$ cat config.mk
export PLATFORM = sky130hd
export DESIGN_NAME = flag_register_unit
export DESIGN_NICKNAME = d
export VERILOG_FILES = /design/src/rtl/cpu_flags_pkg.sv /design/src/rtl/flag_register_unit_cond_eval.sv /design/src/rtl/flag_register_unit.sv
export SDC_FILE = /design/constraint.sdc
export NUM_CORES = 1
export LEC_CHECK = 0
export BUFFER_PORTS_ARGS = -buffer_cell sky130_fd_sc_hd__buf_4
export CAP_MARGIN = 10
export CELL_PAD_IN_SITES_DETAIL_PLACEMENT = 0
export CELL_PAD_IN_SITES_GLOBAL_PLACEMENT = 1
export CORE_MARGIN = 1
export CORE_UTILIZATION = 25
export DETAILED_ROUTE_END_ITERATION = 6
export PLACE_DENSITY_LB_ADDON = 0.1
export RECOVER_POWER = 100
export SLEW_MARGIN = 20
export SYNTH_ARGS = -nofsm -noshare
export SYNTH_HDL_FRONTEND = slang
export SYNTH_SLANG_ARGS = --single-unit
$ cat constraint.sdc
create_clock -name i_Clk -period 2.7 [get_ports i_Clk]
set_clock_uncertainty 0.15 [all_clocks]
set_input_delay 0.135 -clock i_Clk [delete_from_list [all_inputs] [get_ports i_Clk]]
set_output_delay 0.135 -clock i_Clk [all_outputs]
set_load 0.03 [all_outputs]
$ cat src/rtl/cpu_flags_pkg.sv
// Shared SM83 flag definitions: bit positions in {Z,N,H,C}, branch condition
// encodings, standard ALU write masks and the condition-result FSM states.
package cpu_flags_pkg;

  localparam int FLAG_Z = 3;
  localparam int FLAG_N = 2;
  localparam int FLAG_H = 1;
  localparam int FLAG_C = 0;

  localparam logic [1:0] COND_NZ = 2'b00;
  localparam logic [1:0] COND_Z  = 2'b01;
  localparam logic [1:0] COND_NC = 2'b10;
  localparam logic [1:0] COND_C  = 2'b11;

  localparam logic [3:0] MASK_ALL    = 4'b1111;
  localparam logic [3:0] MASK_INCDEC = 4'b1110;
  localparam logic [3:0] MASK_NONE   = 4'b0000;

  typedef enum logic {
    ST_IDLE   = 1'b0,
    ST_RESULT = 1'b1
  } cond_state_e;

endpackage

$ cat src/rtl/flag_register_unit_cond_eval.sv
// Combinational branch-condition evaluator (NZ/Z/NC/C) over a {Z,N,H,C} nibble;
// kept standalone so branch-target logic can share it.
module cond_eval
  import cpu_flags_pkg::*;
(
  input  logic [3:0] flags,
  input  logic [1:0] cond,
  output logic       taken
);

  logic unused_nh;
  assign unused_nh = flags[FLAG_N] ^ flags[FLAG_H];

  always_comb begin
    taken = 1'b0;
    case (cond)
      COND_NZ: taken = ~flags[FLAG_Z];
      COND_Z:  taken =  flags[FLAG_Z];
      COND_NC: taken = ~flags[FLAG_C];
      COND_C:  taken =  flags[FLAG_C];
      default: taken = 1'b0;
    endcase
  end

endmodule

$ cat src/rtl/flag_register_unit.sv
// SM83 F register with prioritised bus/ALU/CCF/SCF writes and a one-cycle
// registered branch-condition result evaluated on the flags being committed.
module flag_register_unit
  import cpu_flags_pkg::*;
#(
  parameter logic [3:0] P_RESET_F = 4'b0000
) (
  input  logic       i_Clk,
  input  logic       i_Reset,
  input  logic [3:0] i_ALU_F,
  input  logic [3:0] i_ALU_Mask,
  input  logic       i_ALU_We,
  input  logic [7:0] i_Bus_D,
  input  logic       i_Bus_We,
  input  logic       i_SCF,
  input  logic       i_CCF,
  input  logic [1:0] i_Cond,
  input  logic       i_Cond_Req,
  output logic [3:0] o_F,
  output logic [7:0] o_F_Byte,
  output logic       o_Cond_Valid,
  output logic       o_Cond_Taken
);

  logic [3:0]  f_reg;
  logic [3:0]  f_next;
  logic [3:0]  alu_merged;
  logic        taken_next;
  logic        taken_reg;
  cond_state_e state_reg;

  // The low nibble of F always reads as zero, so the bus low bits are dropped.
  logic unused_bus_low;
  assign unused_bus_low = ^i_Bus_D[3:0];

  genvar gi;
  generate
    for (gi = 0; gi < 4; gi++) begin : g_mask
      assign alu_merged[gi] = i_ALU_Mask[gi] ? i_ALU_F[gi] : f_reg[gi];
    end
  endgenerate

  // Single winner per cycle; lower-priority writes are discarded, not merged.
  always_comb begin
    f_next = f_reg;
    if (i_Bus_We) begin
      f_next = i_Bus_D[7:4];
    end else if (i_ALU_We) begin
      f_next = alu_merged;
    end else if (i_CCF) begin
      f_next[FLAG_N] = 1'b0;
      f_next[FLAG_H] = 1'b0;
      f_next[FLAG_C] = ~f_reg[FLAG_C];
    end else if (i_SCF) begin
      f_next[FLAG_N] = 1'b0;
      f_next[FLAG_H] = 1'b0;
      f_next[FLAG_C] = 1'b1;
    end
  end

  // Evaluating on f_next lets a branch see flags written in the same cycle.
  cond_eval u_cond_eval (
    .flags (f_next),
    .cond  (i_Cond),
    .taken (taken_next)
  );

  always_ff @(posedge i_Clk) begin
    if (i_Reset) begin
      f_reg     <= P_RESET_F;
      state_reg <= ST_IDLE;
      taken_reg <= 1'b0;
    end else begin
      f_reg <= f_next;
      case (state_reg)
        ST_IDLE, ST_RESULT: begin
          if (i_Cond_Req) begin
            state_reg <= ST_RESULT;
            taken_reg <= taken_next;
          end else begin
            state_reg <= ST_IDLE;
          end
        end
        default: state_reg <= ST_IDLE;
      endcase
    end
  end

  assign o_F          = f_reg;
  assign o_F_Byte     = {f_reg, 4'b0000};
  assign o_Cond_Valid = (state_reg == ST_RESULT);
  assign o_Cond_Taken = taken_reg;

endmodule

# Word level (Yosys, flattened, before mapping)
# Cells that the tools add are included.
word_totals:
  ramBits: 0
  regBits: 6
  elab_cells: 28
  inputBits: 25
  rom_bits: 0
  n_memories: 0
  latch_bits: 0
classes:
  n_eq_ne: 5
  bitwise_logic: 3
  addsub: 0
  n_div: 0
  shifts: 0
  n_mul: 0
  n_reduce_logical: 4
  order_cmp: 0
  n_mux: 11
ops:
  columns: ["cell", "count"]
  rows:
  - ["2-to-1 mux 3 bit", 3]
  - ["2-to-1 mux 1 bit", 6]
  - ["!= test 3 x 2 -> 1 bit (second input constant)", 2]
  - ["equality test 2 bit (second input constant)", 2]
  - ["2-to-1 mux 4 bit", 1]
  - ["case mux 1 bit (4 select lines)", 1]
  - ["AND reduction 2 bit", 2]
  - ["nonzero test 4 bit", 1]
  - ["inverter 1 bit", 3]
  - ["equality test 2 x 1 -> 1 bit (second input constant)", 1]
  - ["logical NOT 2 bit", 1]

# Longest topological paths before layout
# Gate-level depths: netlist (run 1).
depth:
  depth_word: 6
  mapped_depth: 5
  mapped_depth_nobuf: 4

# By module
# A second synthesis (run 1) with hierarchy kept.
unflattened:
  hier_cells: 46
  area_unflattened_um2: 405.4
modules_own_cells:
  columns: ["module", "seq_area_each_um2", "area_per_inst_um2", "n_inst", "cells_each"]
  rows:
  - ["flag_register_unit", 120.1, 386.6, 1, 44]
  - ["cond_eval", 0.0, 18.8, 1, 2]

# Least setup slack after synthesis (run 1)
# OpenSTA, ideal clock, no wires.
synth_timing:
  kind: "reg-to-reg"
  from: "reg f_reg[0] (netlist: o_F[0])"
  to: "reg taken_reg (netlist: o_Cond_Taken)"
  arrival_ps: 1424
  period_less_slack_ps: 1662
  n_path_buf: 0
  setup_time_ps: 88
  path_stages_with_launch: 5
  slack_ps: 1038
  required_ps: 2462
  path_cell_list: "dfxtp_1 or3_4 a221oi_2 nor4_1 nor4_2"
synth_via:
  elab_chain_len: 6
  word_cells_on_any_way: 8
synth_rtl:
  columns: ["item", "line", "source"]
  rows:
  - ["from (decl)", "flag_register_unit.sv:25", "logic [3:0] f_reg;"]
  - ["from (signal assigned)", "flag_register_unit.sv:74", "f_reg <= f_next;"]
  - ["2-to-1 mux 3 bit / inverter 1 bit (equally long branches)", "flag_register_unit.sv:54, flag_register_unit.sv:53", null]
  - ["2-to-1 mux 3 bit", "flag_register_unit.sv:50", "end else if (i_CCF) begin"]
  - ["2-to-1 mux 3 bit *", "flag_register_unit.sv:48", "end else if (i_ALU_We) begin"]
  - ["2-to-1 mux 4 bit *", "flag_register_unit.sv:46", "if (i_Bus_We) begin"]
  - ["inverter 1 bit", "flag_register_unit_cond_eval.sv:19", "COND_NC: taken = ~flags[FLAG_C];"]
  - ["case mux 1 bit (4 select lines) *", "flag_register_unit_cond_eval.sv:16", "case (cond)"]
  - ["to (signal assigned)", "flag_register_unit.sv:79", "taken_reg <= taken_next;"]
  - ["to (decl)", "flag_register_unit.sv:29", "logic taken_reg;"]
# Mark *: on every way between the ends. The rest lies on a longest branch, timed or not. The select of a mux whose other input is x is not followed.
# A chain may end at the register's enable or synchronous reset.

# Worst setup path after layout (run 1)
# Ends and elaborated chain as after synthesis.

==> impl_metrics.env, run 1 <==
export IMPL_status="complete, but fails checks"
export IMPL_violations="design-rule violations"
export IMPL_critPathCaptureType="register"
export IMPL_cts_hold_buf=2
export IMPL_grt_usage=0.1177
export IMPL_design_die_area_um2=1944
export IMPL_hp_start="i_Bus_D[4]"
export IMPL_core_um2=1577
export IMPL_antenna_found_initial=0
export IMPL_rsz0062_at_grt="false"
export IMPL_io_buffers=30
export IMPL_arrival_ps=1760
export IMPL_fin_tns_setup_ps=0
export IMPL_synth_edff_count=0
export IMPL_post_synth_top_area_fraction=0.2712
export IMPL_clkTransAtPathRegs_ps=50
export IMPL_switching_share=0.3420
export IMPL_hold_slack_ps=28.11
export IMPL_cp_start_kind="register"
export IMPL_place_area_um2=631.9
export IMPL_crit_fanout=5
export IMPL_layout_setup_ws_ps=953.9
export IMPL_viasPerCell=4.862
export IMPL_drive_gt1_frac=0.3077
export IMPL_ios=39
export IMPL_grt_pass1_wl_um=1690
export IMPL_holdPathEnd="o_F[0]"
export IMPL_wl_per_cell_um=10.91
export IMPL_fp_dieH_um=44.09
export IMPL_synth_top_family_by_area="compound AO/OA/AOI/OAI gates"
export IMPL_hold_path_class="input pin to register"
export IMPL_die_w_um=44.09
export IMPL_drt_first_pass_iters=6
export IMPL_internal_power_mw=0.1823
export IMPL_synth_xor_area_frac=0
export IMPL_timing_rr_end="o_Cond_Taken"
export IMPL_syn_area_um2=442.9
export IMPL_clock_sinks=6
export IMPL_synth_area_leaders="dfxtp_1 27%, buf_4 15%, a211oi_1 6.8%"
export IMPL_synth_seq_cells=6
export IMPL_yosysTopAreaCell="dfxtp_1"
export IMPL_synth_mux_area_frac=0.02542
export IMPL_final_cell_count_no_fill=94
export IMPL_avgSynthCellArea_um2=9.039
export IMPL_synth_compound_area_share=0.2910
export IMPL_clk_latency_ps=240
export IMPL_drc_errors=4
export IMPL_drv_slew=0
export IMPL_rrSetupSlack_ps=950
export IMPL_multi_input_area_um2=247.7
export IMPL_cp_required_ps=2710
export IMPL_cts_tree="yes"
export IMPL_yosysWarningCount=0
export IMPL_cts_setup_buffers=0
export IMPL_p_per_area_nw_per_um2=451.0
export IMPL_crit_reg2reg_launch="o_F[0]"
export IMPL_yosys_area_share_adder=0
export IMPL_synth_cells=49
export IMPL_sequentialPowerShare=0.363
export IMPL_synth_most_common_cell="buf_4"
export IMPL_drtAntennaViolNets=0
export IMPL_htreeDepth=1
export IMPL_post_cts_resized=0
export IMPL_globalplace_congestion=0.6341
export IMPL_fin_crit_sh=0.6467
export IMPL_root_buffer="clkbuf_4"
export IMPL_n_fill_cell=183
export IMPL_synthToLayoutAreaGrowth_pct=38.70
export IMPL_rows=14
export IMPL_max_freq_ghz=0.5727
export IMPL_ys_seq_area_frac=0.2712
export IMPL_clkPwrFrac=0.303
export IMPL_ir_drop_mv=0.2667
export IMPL_async_flop_share=0
export IMPL_hold_violations=0
export IMPL_drv_cap=0
export IMPL_clock_path_buffers=2
export IMPL_pwr_share_comb=0.333
export IMPL_start_util=0.2810
export IMPL_ys_types=25
export IMPL_holdPathStages=3
export IMPL_synthFlopType="dfxtp_1"
export IMPL_p_total_mw=0.2770
export IMPL_utilization=0.3897
export IMPL_power_switching_mw=0.09475
export IMPL_seqCellArea_um2=120.1
export IMPL_pre_cts_ws_ps=1056
export IMPL_synthSimpleGateAreaFrac=0.2345
export IMPL_fin_area_um2=614.3
export IMPL_fin_nets=105
export IMPL_r2r_cells=4
export IMPL_insertedDiodeCount=0
export IMPL_overflow=0
export IMPL_p_leak_nw=0.2632
export IMPL_grt_max_degree=10
export IMPL_drt_initial_drc_count=9
export IMPL_critPathKind="register to register"
export IMPL_finalSetupViolCount=0
export IMPL_finalCriticalPeriod_ps=1746
export IMPL_postRouteWirelength_um=1026
export IMPL_cts_buffers=3
export IMPL_dp_hpwl_um=825.7
export IMPL_num_vias=457
export IMPL_first_global_vias=401
export IMPL_place_inst=89
export IMPL_yosys_top_cells_count="9 x buf_4, 6 x dfxtp_1, 5 x nor2_1"
[flip-flops by register name (all words and copies together) (netlist names)]
name          cells
o_F               4
o_Cond_Taken      1
o_Cond_Valid      1
[cells by family after synthesis]
logic type / Yosys count
and+or+nand+nor: 17
buffers and inverters: 11
AOI/OAI and AO/OA: 13
muxes: 1
other: 1
DFF: 6
[area by class of cell]
type | count | share of cell area
clock buffer | 3 | 0.03666
tap | 16 | 0.03259
timing repair buffer | 32 | 0.3198
inverter | 2 | 0.01222
multi-input combinational | 35 | 0.4033
sequential | 6 | 0.1955
[how the worst max path moves through the flow]
stage,from,end,slack [ps],cells past startpoint
2_1_floorplan,o_F[0],o_Cond_Taken,1040,4
3_3_place_gp,o_F[0],o_Cond_Taken,1050,4
3_5_place_dp,o_F[0],o_Cond_Taken,1060,4
4_1_cts,o_F[0],o_Cond_Taken,1050,4
5_1_grt,o_F[0],o_Cond_Taken,800,4
6_report,o_F[0],o_Cond_Taken,950,4
[worst max-delay path, stage by stage, from the launching register on]
cell	delay, ps
dfxtp_1	340
or3_1	400
a221oi_1	400
nor4_1	130
nor4_2	240
[power by group through the flow]
stage                     combinational (mW)  clock (mW)  sequential, mW
after floorplan                       0.0547           0           0.115
after global placement                 0.104           0           0.103
after detailed placement               0.104           0           0.103
after CTS                              0.106      0.0878           0.101
after global routing                   0.100      0.0902           0.102
final                                 0.0924      0.0840           0.101
[cells in the final DEF, fill, tap and decap left out, drive strengths merged, types with 2 or more instances in the layout]
master       synthesis  final
o21ai                2      2
a221oi               2      2
or2b                 2      2
buf                  9     17
a211oi               4      4
or3                  2      2
a32oi                2      2
nor4                 2      2
dlygate4sd3          0      2
inv                  2      2
nor3                 2      2
conb                 1      4
clkbuf               0     16
nor2                 5      5
dfxtp                6      6
[metal layers]
layer	up-vias	track usage	routed length (um)	part of all wire
met4	0	0.01818	0	0
met5	-	0	0	0
met2	29	0.1794	442	0.43
met3	0	0.06122	123	0.12
li1	229	-	-	-
met1	199	0.1515	459	0.45
Note: power is estimated with default switching activity, not from simulation.
==> run 2, diff against run 1 <==
--- a/config.mk
+++ b/config.mk
@@ -10,7 +10,7 @@
 export CELL_PAD_IN_SITES_DETAIL_PLACEMENT = 0
 export CELL_PAD_IN_SITES_GLOBAL_PLACEMENT = 1
 export CORE_MARGIN = 1
-export CORE_UTILIZATION = 25
+export CORE_UTILIZATION = 23
 export DETAILED_ROUTE_END_ITERATION = 6
 export PLACE_DENSITY_LB_ADDON = 0.1
 export RECOVER_POWER = 100
==> constraint.sdc (replaced) <==
create_clock -name i_Clk -period 1.82 [get_ports i_Clk]
set_clock_uncertainty 0.15 [all_clocks]
set_input_delay 0.091 -clock i_Clk [delete_from_list [all_inputs] [get_ports i_Clk]]
set_output_delay 0.091 -clock i_Clk [all_outputs]
set_load 0.03 [all_outputs]
==> run 2 against run 1 <==
  * The flow now finishes without violations
  * Via count grew 4.4%
  * Final area grew 10%
  * Non-clock buffer count grew 4
  * First-iteration DRC count shrank 11%
  * Clock power grew 50%
  * Cell count grew 14%
  * Utilization shrank 0.67 points
  * Critical path type unchanged
==> impl_metrics.env, run 2 (synthesis gave the netlist of run 1 again) <==
export IMPL_crit_fanout=5
export IMPL_critPathKind="register to register"
export IMPL_fp_dieH_um=45.89
export IMPL_pwr_share_comb=0.349
export IMPL_drt_initial_drc_count=8
export IMPL_crit_reg2reg_launch="o_F[0]"
export IMPL_postRouteWirelength_um=1073
export IMPL_clock_path_buffers=2
export IMPL_fin_tns_setup_ps=0
export IMPL_p_per_area_nw_per_um2=624.8
export IMPL_cp_start_kind="register"
export IMPL_multi_input_area_um2=254.0
export IMPL_insertedDiodeCount=0
export IMPL_antenna_found_initial=0
export IMPL_drive_gt1_frac=0.3171
export IMPL_finalCriticalPeriod_ps=1617
export IMPL_ios=39
export IMPL_largest_reg_flops=4
export IMPL_dp_hpwl_um=844
export IMPL_drv_cap=0
export IMPL_pre_cts_ws_ps=206.9
export IMPL_cp_required_ps=1840
export IMPL_rows=15
export IMPL_p_leak_nw=0.2855
export IMPL_core_um2=1764
export IMPL_clkTransAtPathRegs_ps=50
export IMPL_internal_power_mw=0.2775
export IMPL_startpoint="o_F[0]"
export IMPL_first_global_vias=397
export IMPL_layout_setup_ws_ps=202.6
export IMPL_seqCellArea_um2=120.1
export IMPL_synthToLayoutAreaGrowth_pct=52.54
export IMPL_viasPerCell=4.458
export IMPL_root_buffer="clkbuf_4"
export IMPL_hold_violations=0
export IMPL_drv_slew=0
export IMPL_hp_start="i_Bus_We"
export IMPL_clock_sinks=6
export IMPL_final_cell_mix="18 x buf_4, 12 x clkbuf_1, 6 x dlygate4sd3_1, 6 x dfxtp_1, 5 x nor2_1"
export IMPL_cts_buffers=3
export IMPL_critPathCaptureType="register"
export IMPL_globalplace_congestion=0.6905
export IMPL_arrival_ps=1630
export IMPL_sequentialPowerShare=0.354
export IMPL_design_die_area_um2=2105
export IMPL_drtAntennaViolNets=0
export IMPL_grt_usage=0.1094
export IMPL_switching_share=0.3425
export IMPL_clkPwrFrac=0.298
export IMPL_ir_drop_mv=0.3274
export IMPL_fin_crit_sh=0.8887
export IMPL_max_freq_ghz=0.6183
export IMPL_fin_nets=109
export IMPL_drc_errors=0
export IMPL_grt_pass1_wl_um=1607
export IMPL_cts_tree="yes"
export IMPL_finalSetupViolCount=0
export IMPL_power_switching_mw=0.1446
export IMPL_hold_path_class="input pin to register"
export IMPL_final_common_cell="buf_4"
export IMPL_rsz0062_at_grt="false"
export IMPL_num_vias=477
export IMPL_htreeDepth=1
export IMPL_wl_per_cell_um=10.03
export IMPL_clk_latency_ps=250
export IMPL_cts_setup_buffers=0
export IMPL_io_buffers=30
export IMPL_drt_first_pass_iters=4
export IMPL_die_w_um=45.89
export IMPL_n_fill_cell=204
export IMPL_status="completed"
export IMPL_overflow=0
export IMPL_start_util=0.2511
export IMPL_grt_max_degree=10
export IMPL_post_cts_resized=0
-- run 2: cell types whose count changed in the layout (fill, tap and decap cells not counted), sizes merged --
cell         delta
buf             +1
clkbuf          -1
dlygate4sd3     +4
-- run 2: final cells by class --
class / instances / area share
multi-input cells: 35 / 0.3759
well taps: 25 / 0.04630
flip-flops and latches: 6 / 0.1778
repair buffers: 36 / 0.3556
inverters: 2 / 0.01111
clock buffers: 3 / 0.03333
-- run 2: per-layer routing --
layer  track usage  wire length (um)  vias to the layer above
met5             0                 0                        -
met4       0.05294                 0                        0
met3       0.03968               101                        0
met2        0.1606               475                       24
met1        0.1398               496                      214
li1              -                 -                      239
-- run 2: repair_timing --
action,CTS,global route
setup endpoints to repair,0,0
hold buffers,6,0
endpoints found under the hold margin,6,0
-- run 2: worst paths after layout --
kind                        to  slack [ps]  depth (start not counted)
hold / removal          o_F[0]          20                          3
setup reg to reg  o_Cond_Taken         200                          4
setup / recovery  o_Cond_Taken         200                          4
hold reg to reg   o_Cond_Taken         370                          2
-- run 2: critical path, stage by stage, from the launching register on --
cell	delay, ps
dfxtp_1	340
or3_1	420
a221oi_2	290
nor4_1	100
nor4_2	230
-- run 2: power by group through the flow --
stage | clock (mW) | combinational, mW | sequential [mW]
2_1_floorplan | 0 | 0.0811 | 0.171
3_3_place_gp | 0 | 0.154 | 0.153
3_5_place_dp | 0 | 0.154 | 0.153
4_1_cts | 0.132 | 0.164 | 0.150
5_1_grt | 0.137 | 0.160 | 0.151
6_report | 0.126 | 0.147 | 0.149
-- run 2: per-stage QoR --
step / instance area, um^2 / hold WS [ps] / util / power (mW) / std cells
after floorplan: 454.2 / 12.01 / - / 0.2517 / 52
after global placement: 643.1 / 174.7 / 0.3645 / 0.3070 / 98
after detailed placement: 643.1 / 173.8 / 0.3645 / 0.3064 / 98
after CTS: 725.7 / 19.90 / 0.4113 / 0.4461 / 107
after global routing: 675.6 / 31.96 / 0.3830 / 0.4485 / 107
final: 675.6 / 24.30 / 0.3830 / 0.4221 / 107
